===== src/rtl/mult_arbiter.sv =====
// mult_arbiter: shares one multiplier between two requesters.
//
// Ports
//   clock, reset              single clock, asynchronous active-high reset
//   req0Valid/req0In1/req0In2 requester 0 operation, held until req0Ready
//   req0Ready, resp0Valid     requester 0 accept strobe and result pulse
//   req1*                     same set for requester 1
//   respOut, respErr          shared registered product and timeout flag,
//                             qualified by resp0Valid/resp1Valid
//   mulIn1, mulIn2, mulStart  operands and start pulse to the multiplier
//   mulDone, mulOut           multiplier completion and product
//   busy                      high whenever not in IDLE
//   timeoutErr                sticky, set by any timeout until reset
module mult_arbiter #(
  parameter int WIDTH    = 10,
  parameter int OUTWIDTH = 2 * WIDTH,
  parameter int TIMEOUT  = 64
) (
  input  logic                clock,
  input  logic                reset,
  input  logic                req0Valid,
  input  logic [WIDTH-1:0]    req0In1,
  input  logic [WIDTH-1:0]    req0In2,
  output logic                req0Ready,
  output logic                resp0Valid,
  input  logic                req1Valid,
  input  logic [WIDTH-1:0]    req1In1,
  input  logic [WIDTH-1:0]    req1In2,
  output logic                req1Ready,
  output logic                resp1Valid,
  output logic [OUTWIDTH-1:0] respOut,
  output logic                respErr,
  output logic [WIDTH-1:0]    mulIn1,
  output logic [WIDTH-1:0]    mulIn2,
  output logic                mulStart,
  input  logic                mulDone,
  input  logic [OUTWIDTH-1:0] mulOut,
  output logic                busy,
  output logic                timeoutErr
);

  localparam int CW = $clog2(TIMEOUT + 1);
  localparam logic [CW-1:0] TO_LIMIT = CW'(TIMEOUT);

  typedef enum logic [1:0] {
    IDLE = 2'd0,
    KICK = 2'd1,
    WAIT = 2'd2,
    RESP = 2'd3
  } state_t;

  state_t        state, state_n;
  logic          last_grant;   // requester granted most recently
  logic          owner;        // requester owning the in-flight operation
  logic [CW-1:0] cnt;
  logic [CW-1:0] cnt_inc;
  logic          grant0, grant1;
  logic          timed_out;

  assign cnt_inc = cnt + CW'(1);

  always_ff @(posedge clock or posedge reset) begin
    if (reset) state <= IDLE;
    else       state <= state_n;
  end

  always_comb begin
    state_n    = state;
    grant0     = 1'b0;
    grant1     = 1'b0;
    timed_out  = 1'b0;
    unique case (state)
      IDLE: begin
        // On a tie the requester that was not granted last wins.
        if (req0Valid && (!req1Valid || last_grant)) grant0 = 1'b1;
        else if (req1Valid)                           grant1 = 1'b1;
        if (grant0 || grant1) state_n = KICK;
      end
      KICK: state_n = WAIT;
      WAIT: begin
        // mulDone takes priority over a timeout landing in the same cycle.
        timed_out = !mulDone && (cnt_inc == TO_LIMIT);
        if (mulDone || timed_out) state_n = RESP;
      end
      RESP: state_n = IDLE;
      default: state_n = IDLE;
    endcase
  end

  assign req0Ready  = grant0;
  assign req1Ready  = grant1;
  assign mulStart   = (state == KICK);
  assign busy       = (state != IDLE);
  assign resp0Valid = (state == RESP) && !owner;
  assign resp1Valid = (state == RESP) && owner;

  always_ff @(posedge clock or posedge reset) begin
    if (reset) begin
      last_grant <= 1'b1;
      owner      <= 1'b0;
      mulIn1     <= '0;
      mulIn2     <= '0;
      cnt        <= '0;
      respOut    <= '0;
      respErr    <= 1'b0;
      timeoutErr <= 1'b0;
    end else begin
      if (grant0) begin
        mulIn1     <= req0In1;
        mulIn2     <= req0In2;
        owner      <= 1'b0;
        last_grant <= 1'b0;
      end else if (grant1) begin
        mulIn1     <= req1In1;
        mulIn2     <= req1In2;
        owner      <= 1'b1;
        last_grant <= 1'b1;
      end

      if (state == KICK) cnt <= '0;

      if (state == WAIT) begin
        if (mulDone) begin
          respOut <= mulOut;
          respErr <= 1'b0;
        end else begin
          cnt <= cnt_inc;
          if (timed_out) begin
            respOut    <= '0;
            respErr    <= 1'b1;
            timeoutErr <= 1'b1;
          end
        end
      end
    end
  end

endmodule


===== config.mk =====
export PLATFORM = sky130hd
export DESIGN_NAME = mult_arbiter
export DESIGN_NICKNAME = d
export VERILOG_FILES = /design/src/rtl/mult_arbiter.sv
export SDC_FILE = /design/constraint.sdc
export NUM_CORES = 1
export LEC_CHECK = 0
export CORE_MARGIN = 2
export CORE_UTILIZATION = 46
export CTS_BUF_LIST = sky130_fd_sc_hd__clkbuf_4 sky130_fd_sc_hd__clkbuf_8 sky130_fd_sc_hd__clkbuf_16
export CTS_CLUSTER_SIZE = 14
export DETAILED_ROUTE_END_ITERATION = 6
export HOLD_SLACK_MARGIN = 0.15
export PLACE_DENSITY = 0.85
export SLEW_MARGIN = 20
export SYNTH_ARGS = -nofsm -noshare
export SYNTH_HDL_FRONTEND = slang
export SYNTH_SLANG_ARGS = --single-unit

===== constraint.sdc =====
create_clock -name clock -period 5.4 [get_ports clock]
set_input_delay 0.54 -clock clock [delete_from_list [all_inputs] [get_ports clock]]
set_output_delay 0.54 -clock clock [all_outputs]
set_load 0.01 [all_outputs]

==> results by group, run 1 <==
Pwr
  • PD cells: slightly below 500 nW/um2
  • Static leakage: between 1.5 and 2 nW
  • Peak VDD IR: approximately 0.29 mV

Cells and area
  • Antenna diodes: 0
  • Final net count: between 400 and 500
  • Synth-to-Final Area Change: 46.86%
  • Most frequent cells in the layout: clkdlybuf4s50_1 (112), dfrtp_1 (52), o21ai_0 (25)
  • Share of layout cells above drive strength 1: 4.416%
  • Most common cell after layout, fill and taps aside: clkdlybuf4s50_1
  • Fillcell total: ~440
  • Fin cells: 457
  • Register Area: 1328 um2
  • Area of the multi-input gates: 1186 um2

Floorplan
  • Top Ports: roughly 110
  • Die Span X: approximately 79 um
  • Core box area: 5507 um2
  • Die Y: slightly below 80 um
  • Die ar.: around 6300 um2
  • Initial core utilization: a little under half
  • # rows: 27

Setup path
  • Critical Path AT: 2640 ps
  • Crit Path Category: reg -> out
  • Worst-path cell chain: inv_1 > ha_1 > nand2_1 > a21o_1 > inv_1 > clkdlybuf4s50_1
  • Critical path data required time: 4860 ps
  • Reg-to-Reg Start: state[0]
  • WP buf/inv: 3
  • Crit-path slowest cell: clkdlybuf4s50_1
  • Critical path launch point type: register
  • Worst path most repeated cell: inv_1
  • Critical path peak fanout: 29
  • Top delay family on crit path: buffers and inverters
  • Reg-to-reg setup timing slack: ~2800 ps
  • FF-to-FF End: cnt[3]
  • CP max stage delay: ~670 ps
  • Reg2reg path depth: 6
  • Kind of end point of the critical path: output port

Clock tree
  • Worst skew pair latency: 300 ps
  • TritonCTS sink count: 53
  • Cts repair resizes: 0
  • H-tree depth: 2
  • Num CTS Buffers: 5
  • Max Buffers Root-to-Sink: 2
  • Setup Fix Bufs, Post-CTS: 0
  • Worst-path clk slew: 90 ps
  • CTS Hold Bufs: 0
  • CTS tree: built
  • Root buf cell: clkbuf_8

STA
  • Crit path time final: 3175 ps
  • Final max-slew violation count: 0
  • Final Hold Vio Count: 0
  • RSZ-0062 raised after global routing: no
  • Achievable Freq: between 300 and 400 MHz
  • Least-Margin Pin Slew: approximately 900 ps
  • TNS Setup: 0 ps
  • Max_slew headroom: between 30% and 40%
  • Skew final: about 7.7 ps
  • Final period util: between 50% and 60%
  • Final setup violation count: 0
  • Worst setup margin: ~2200 ps

Global route
  • Initial antenna violation count: 0
  • Vias in the first global route: 2363
  • GRT Total Usage: 21.52%
  • Largest net degree at the start of global routing: 54
  • Congestion Overflow GR: 0
  • First-pass GRT wire length: between 10000 and 15000 um

Drt
  • Pre-antenna DRT Iters: 4
  • Final wirelength: 6617 um
  • Vias: approximately 2.4k
  • Drt first-iter violations: around 130
  • Remaining antenna violation count: 0
  • Vias/cell: 5.267
  • DR DRC count: 0
  • Wire length per cell: between 10 and 15 um

Place
  • Post-DP HPWL: approximately 4800 um
  • Buffers on Ports: ~110
  • Final Wtd Congestion: 0.7969
  • Placement Setup Slack: between 2000 and 2500 ps
  • Placed Cells: between 400 and 500

Yosys
  • Synth Flop Type: dfrtp_1
  • Largest family of logic cells by synthesized area: compound AO/OA/AOI/OAI gates
  • Adder-cell area share of the yosys netlist: under 10%
  • EDFF count, synth: 0
  • Synth Register Bits: between 50 and 60
  • Syn Std Cell Area: about 2600 um2
  • Post-Synth XOR/XNOR Area: less than 1%
  • Mux cell area share after synthesis: less than 1%
  • Synth Area in Compound Gates: a little over a fifth
  • Synth Area in Simple Gates: between 20% and 30%
  • Sequential area share after synthesis: between 50% and 60%
  • Mapped Nets: between 300 and 400
  • Yosys cell types: 32
  • Syn_area_per_cell: 9.302 um2
  • Yosys warns: 0
  • Async set-or-reset flop fraction in the synthesized netlist: between 90% and 100%
  • Post-Syn Instances: 281

Outcome
  • Outcome: completed

Min path
  • WHS Endpoint: timeoutErr
  • WHS Path Cells: 1
  • HP Start: timeoutErr
  • HP Class: reg -> reg

Job
  • Max-cap violations: 0
-- per-stage QoR --
| stage | hold WS [ps] | utilization (%) | total power (W) | cell area [um2] |
|---|---|---|---|---|
| floorplan | 462.8 | - | 0.001198 | 2614 |
| global placement | 441.0 | 68.12 | 0.001639 | 3751 |
| detailed placement | 447.1 | 68.12 | 0.001674 | 3751 |
| CTS | 468.1 | 69.69 | 0.001896 | 3837 |
| global route | 495.5 | 69.71 | 0.002030 | 3839 |
| finish | 464.2 | 69.71 | 0.001882 | 3839 |
-- routing by layer --
layer / GRT usage (%) / up-vias / routed length, um
li1: - / 1176 / -
met4: 6.897 / 0 / 93
met5: 0 / - / 0
met2: 36.27 / 83 / 3291
met1: 27.76 / 1140 / 2789
met3: 4.638 / 8 / 442
-- area by class of cell --
cell class	instances	share of cell area (%)
repair buffers	112	29.20
well taps	72	2.347
flip-flops and latches	53	34.58
multi-input cells	205	30.90
clock inverters	3	0.4563
inverters	7	0.7171
clock buffers	5	1.793
-- state kept, by name (all words and copies together), names as in the netlist, 2 cells and up --
| register | cells |
|---|---|
| respOut | 20 |
| state | 2 |
| mulIn2 | 10 |
| cnt | 7 |
| mulIn1 | 10 |
-- worst max path at each step --
| stage | start | end | slack (ps) | depth (start not counted) |
|---|---|---|---|---|
| detailed placement | req0Valid | req0Ready | 2270 | 5 |
| floorplan | state[0] | req0Ready | 3410 | 8 |
| CTS | state[0] | req0Ready | 2210 | 6 |
| global route | state[0] | req0Ready | 2060 | 6 |
| finish | state[0] | req0Ready | 2220 | 6 |
| global placement | req0Valid | req0Ready | 2330 | 5 |
-- synthesized netlist by cell type (3+ instances only) --
library cell | count | area (um2)
dfrtp_1 | 52 | 1301
o21ai_0 | 25 | 125.1
a21oi_1 | 24 | 120.1
nand2_1 | 24 | 90.09
nand2b_1 | 22 | 137.6
nor2b_1 | 22 | 137.6
o22ai_1 | 20 | 125.1
nor2_1 | 19 | 71.32
o21ai_1 | 19 | 95.09
clkbuf_1 | 9 | 33.78
ha_1 | 6 | 75.07
inv_1 | 6 | 22.52
buf_2 | 5 | 25.02
a21o_1 | 3 | 22.52
and2_1 | 3 | 18.77
-- kinds of logic after synthesis --
family | count (synthesis)
simple gates | 99
compound gates | 97
flops | 53
buf+inv | 23
fa+ha+maj | 6
xor+xnor | 2
mux | 1
-- power by group --
| part | internal [W] | switching [W] |
|---|---|---|
| combinational | 0.000516 | 0.000449 |
| sequential | 0.000572 | 0.000126 |
| clock | 0.0000899 | 0.000130 |
No activity file was read; power rests on OpenSTA's default activity.
==> run 2, diff against run 1 <==
CORE_UTILIZATION = 42   (was 46)
PLACE_DENSITY = 0.79   (was 0.85)
clock period = 3.26 ns   (was 5.4 ns; I/O delays follow)
==> results by group, run 2 (same netlist as run 1, synthesis figures left out) <==
Cells and area
  • Fillcell total: 506 (was 443)
  • Top reg by flops: respOut (unchanged)
  • Max reg flops: 20 (unchanged)
  • Fin cells: 466 (was 457)
  • Final net count: 461 (was 455)
  • Most common cell after layout, fill and taps aside: clkdlybuf4s50_1 (unchanged)
  • Top Registers: respOut: 20 flops, mulIn1: 10 flops, mulIn2: 10 flops (unchanged)
  • Synth-to-Final Area Change: 49.98% (was 46.86%)
  • Antenna diodes: 0 (unchanged)
  • Most frequent cells in the layout: clkdlybuf4s50_1 (112), dfrtp_1 (52), o21ai_0 (25) (unchanged)
  • Share of layout cells above drive strength 1: 5.882% (was 4.416%)

Clock tree
  • Worst-path clk slew: 100 ps (was 90 ps)
  • CTS Hold Bufs: 0 (unchanged)
  • H-tree depth: 2 (unchanged)
  • Num CTS Buffers: 5 (unchanged)
  • CTS tree: built (unchanged)
  • TritonCTS sink count: 53 (unchanged)
  • Root buf cell: clkbuf_8 (unchanged)
  • Max Buffers Root-to-Sink: 2 (unchanged)
  • Worst skew pair latency: 300 ps (about the same)
  • Setup Fix Bufs, Post-CTS: 0 (unchanged)
  • Cts repair resizes: 0 (unchanged)

Drt
  • Vias: 2410 (was 2407)
  • Final wirelength: 6598 um (was 6617 um)
  • Remaining antenna violation count: 0 (unchanged)
  • DR DRC count: 0 (unchanged)
  • Wire length per cell: 14.16 um (was 14.48 um)
  • Pre-antenna DRT Iters: 4 (unchanged)
  • Vias/cell: 5.172 (was 5.267)
  • Drt first-iter violations: 178 (was 128)

Setup path
  • Reg2reg path depth: 6 (unchanged)
  • Critical path launch point type: register (unchanged)
  • Crit Path Category: reg -> out (unchanged)
  • Reg-to-reg setup timing slack: 1270 ps (was 2810 ps)
  • Reg-to-Reg Start: cnt[0] (was state[0])
  • Kind of end point of the critical path: output port (unchanged)
  • Critical Path AT: 2300 ps (was 2640 ps)
  • Critical path data required time: 2930 ps (was 4860 ps)
  • FF-to-FF End: state[1] (was cnt[3])
  • Critical path peak fanout: 14 (was 29)

Global route
  • Vias in the first global route: 2464 (was 2363)
  • Congestion Overflow GR: 0 (unchanged)
  • GRT Total Usage: 19.41% (was 21.52%)
  • Initial antenna violation count: 0 (unchanged)
  • First-pass GRT wire length: 11250 um (was 10740 um)
  • Largest net degree at the start of global routing: 37 (was 54)

Pwr
  • Final Power: 0.003234 W (was 0.001882 W)
  • PD cells: 825.0 nW/um2 (was 490.3 nW/um2)
  • Sw frac: 35.99% (was 37.45%)
  • Internal: 0.002070 W (was 0.001177 W)
  • Logic pwr share: 50.2% (was 51.3%)
  • Clock power share: 14.3% (was 11.7%)
  • Sw Pwr: 0.001164 W (was 0.0007050 W)
  • Sequential fraction of design power: 35.5% (was 37.1%)
  • Static leakage: 1.586 nW (was 1.541 nW)
  • Peak VDD IR: 0.4175 mV (was 0.2903 mV)

Floorplan
  • Initial core utilization: 43.89% (was 47.47%)
  • Top Ports: 113 (unchanged)
  • Die ar.: 6870 um2 (was 6301 um2)
  • # rows: 28 (was 27)
  • Core box area: 5956 um2 (was 5507 um2)
  • Die Span X: 82.89 um (was 79.38 um)
  • Die Y: 82.89 um (was 79.38 um)

STA
  • TNS Setup: 0 ps (unchanged)
  • Final period util: around 80%
  • Crit path time final: roughly 2600 ps
  • Final max-slew violation count: 0 (unchanged)
  • Max_slew headroom: 51.99% (was 39.69%)
  • RSZ-0062 raised after global routing: no (unchanged)
  • Achievable Freq: ~380 MHz
  • Least-Margin Pin Slew: 720.2 ps (was 903.6 ps)
  • Final setup violation count: 0 (unchanged)
  • Skew final: 10.15 ps (was 7.736 ps)
  • Final Hold Vio Count: 0 (unchanged)
  • Hold_ws: 310.1 ps (was 464.2 ps)

Min path
  • HP Class: in -> async (was reg -> reg)

Place
  • Final Wtd Congestion: 0.7591 (was 0.7969)
  • Post-DP HPWL: 4877 um (was 4831 um)
  • Buffers on Ports: 112 (unchanged)
  • Placed Cells: 458 (was 449)

Outcome
  • Outcome: completed (unchanged)

Job
  • Max-cap violations: 0 (unchanged)
run 2: cell count changes in the layout (fill, tap and decap cells not counted), sizes merged:
cell,delta
buf,+6
inv,+1
clkinv,-3
bufinv,+1
clkbuf,+1
run 2: worst max-delay path by stage:
stage	from	end	slack [ps]	cells after the start
global placement	req1Valid	req1Ready	900	5
finish	state[0]	req1Ready	640	6
detailed placement	req1Valid	req1Ready	890	5
floorplan	cnt[0]	state[1]	1430	6
global route	state[0]	req1Ready	430	6
CTS	state[0]	req1Ready	610	6
run 2: metal layers:
layer  vias up  GRT usage (%)  part of all wire [%]
li1       1180              -                     -
met1      1134          24.04                    43
met2        88          33.50                    49
met3         8          6.064                   7.6
met4         0          3.875                  0.92
met5         -              0                     0
run 2: cell type report:
| type | instances | area [um2] | area share [%] |
|---|---|---|---|
| clock buffers | 6 | 82.58 | 2.107 |
| clock inverters | 2 | 37.54 | 0.9575 |
| inverters | 7 | 26.28 | 0.6703 |
| multi-input cells | 205 | 1186 | 30.26 |
| flip-flops and latches | 53 | 1328 | 33.87 |
| well taps | 75 | 93.84 | 2.394 |
| repair buffers | 118 | 1166 | 29.75 |
run 2: power groups by stage:
stage	sequential (W)	combinational (W)	clock, W
2_1_floorplan	0.00124	0.000746	0
5_1_grt	0.00119	0.00180	0.000498
3_5_place_dp	0.00116	0.00164	0
3_3_place_gp	0.00115	0.00159	0
4_1_cts	0.00115	0.00164	0.000470
6_report	0.00115	0.00162	0.000462
run 2: per-stage QoR:
step	util, %	area (um2)	worst slack [ps]
4_1_cts	65.82	3920	610.0
3_3_place_gp	63.80	3800	900.4
6_report	65.82	3920	637.2
2_1_floorplan	-	2614	1426
3_5_place_dp	63.80	3800	890.8
5_1_grt	65.82	3920	434.7
run 2: critical path, stage by stage (launching register included):
cell,delay (ps)
dfrtp_1,430
inv_1,110
ha_1,260
nand2_1,100
a21o_1,270
inv_2,240
clkdlybuf4s50_1,590
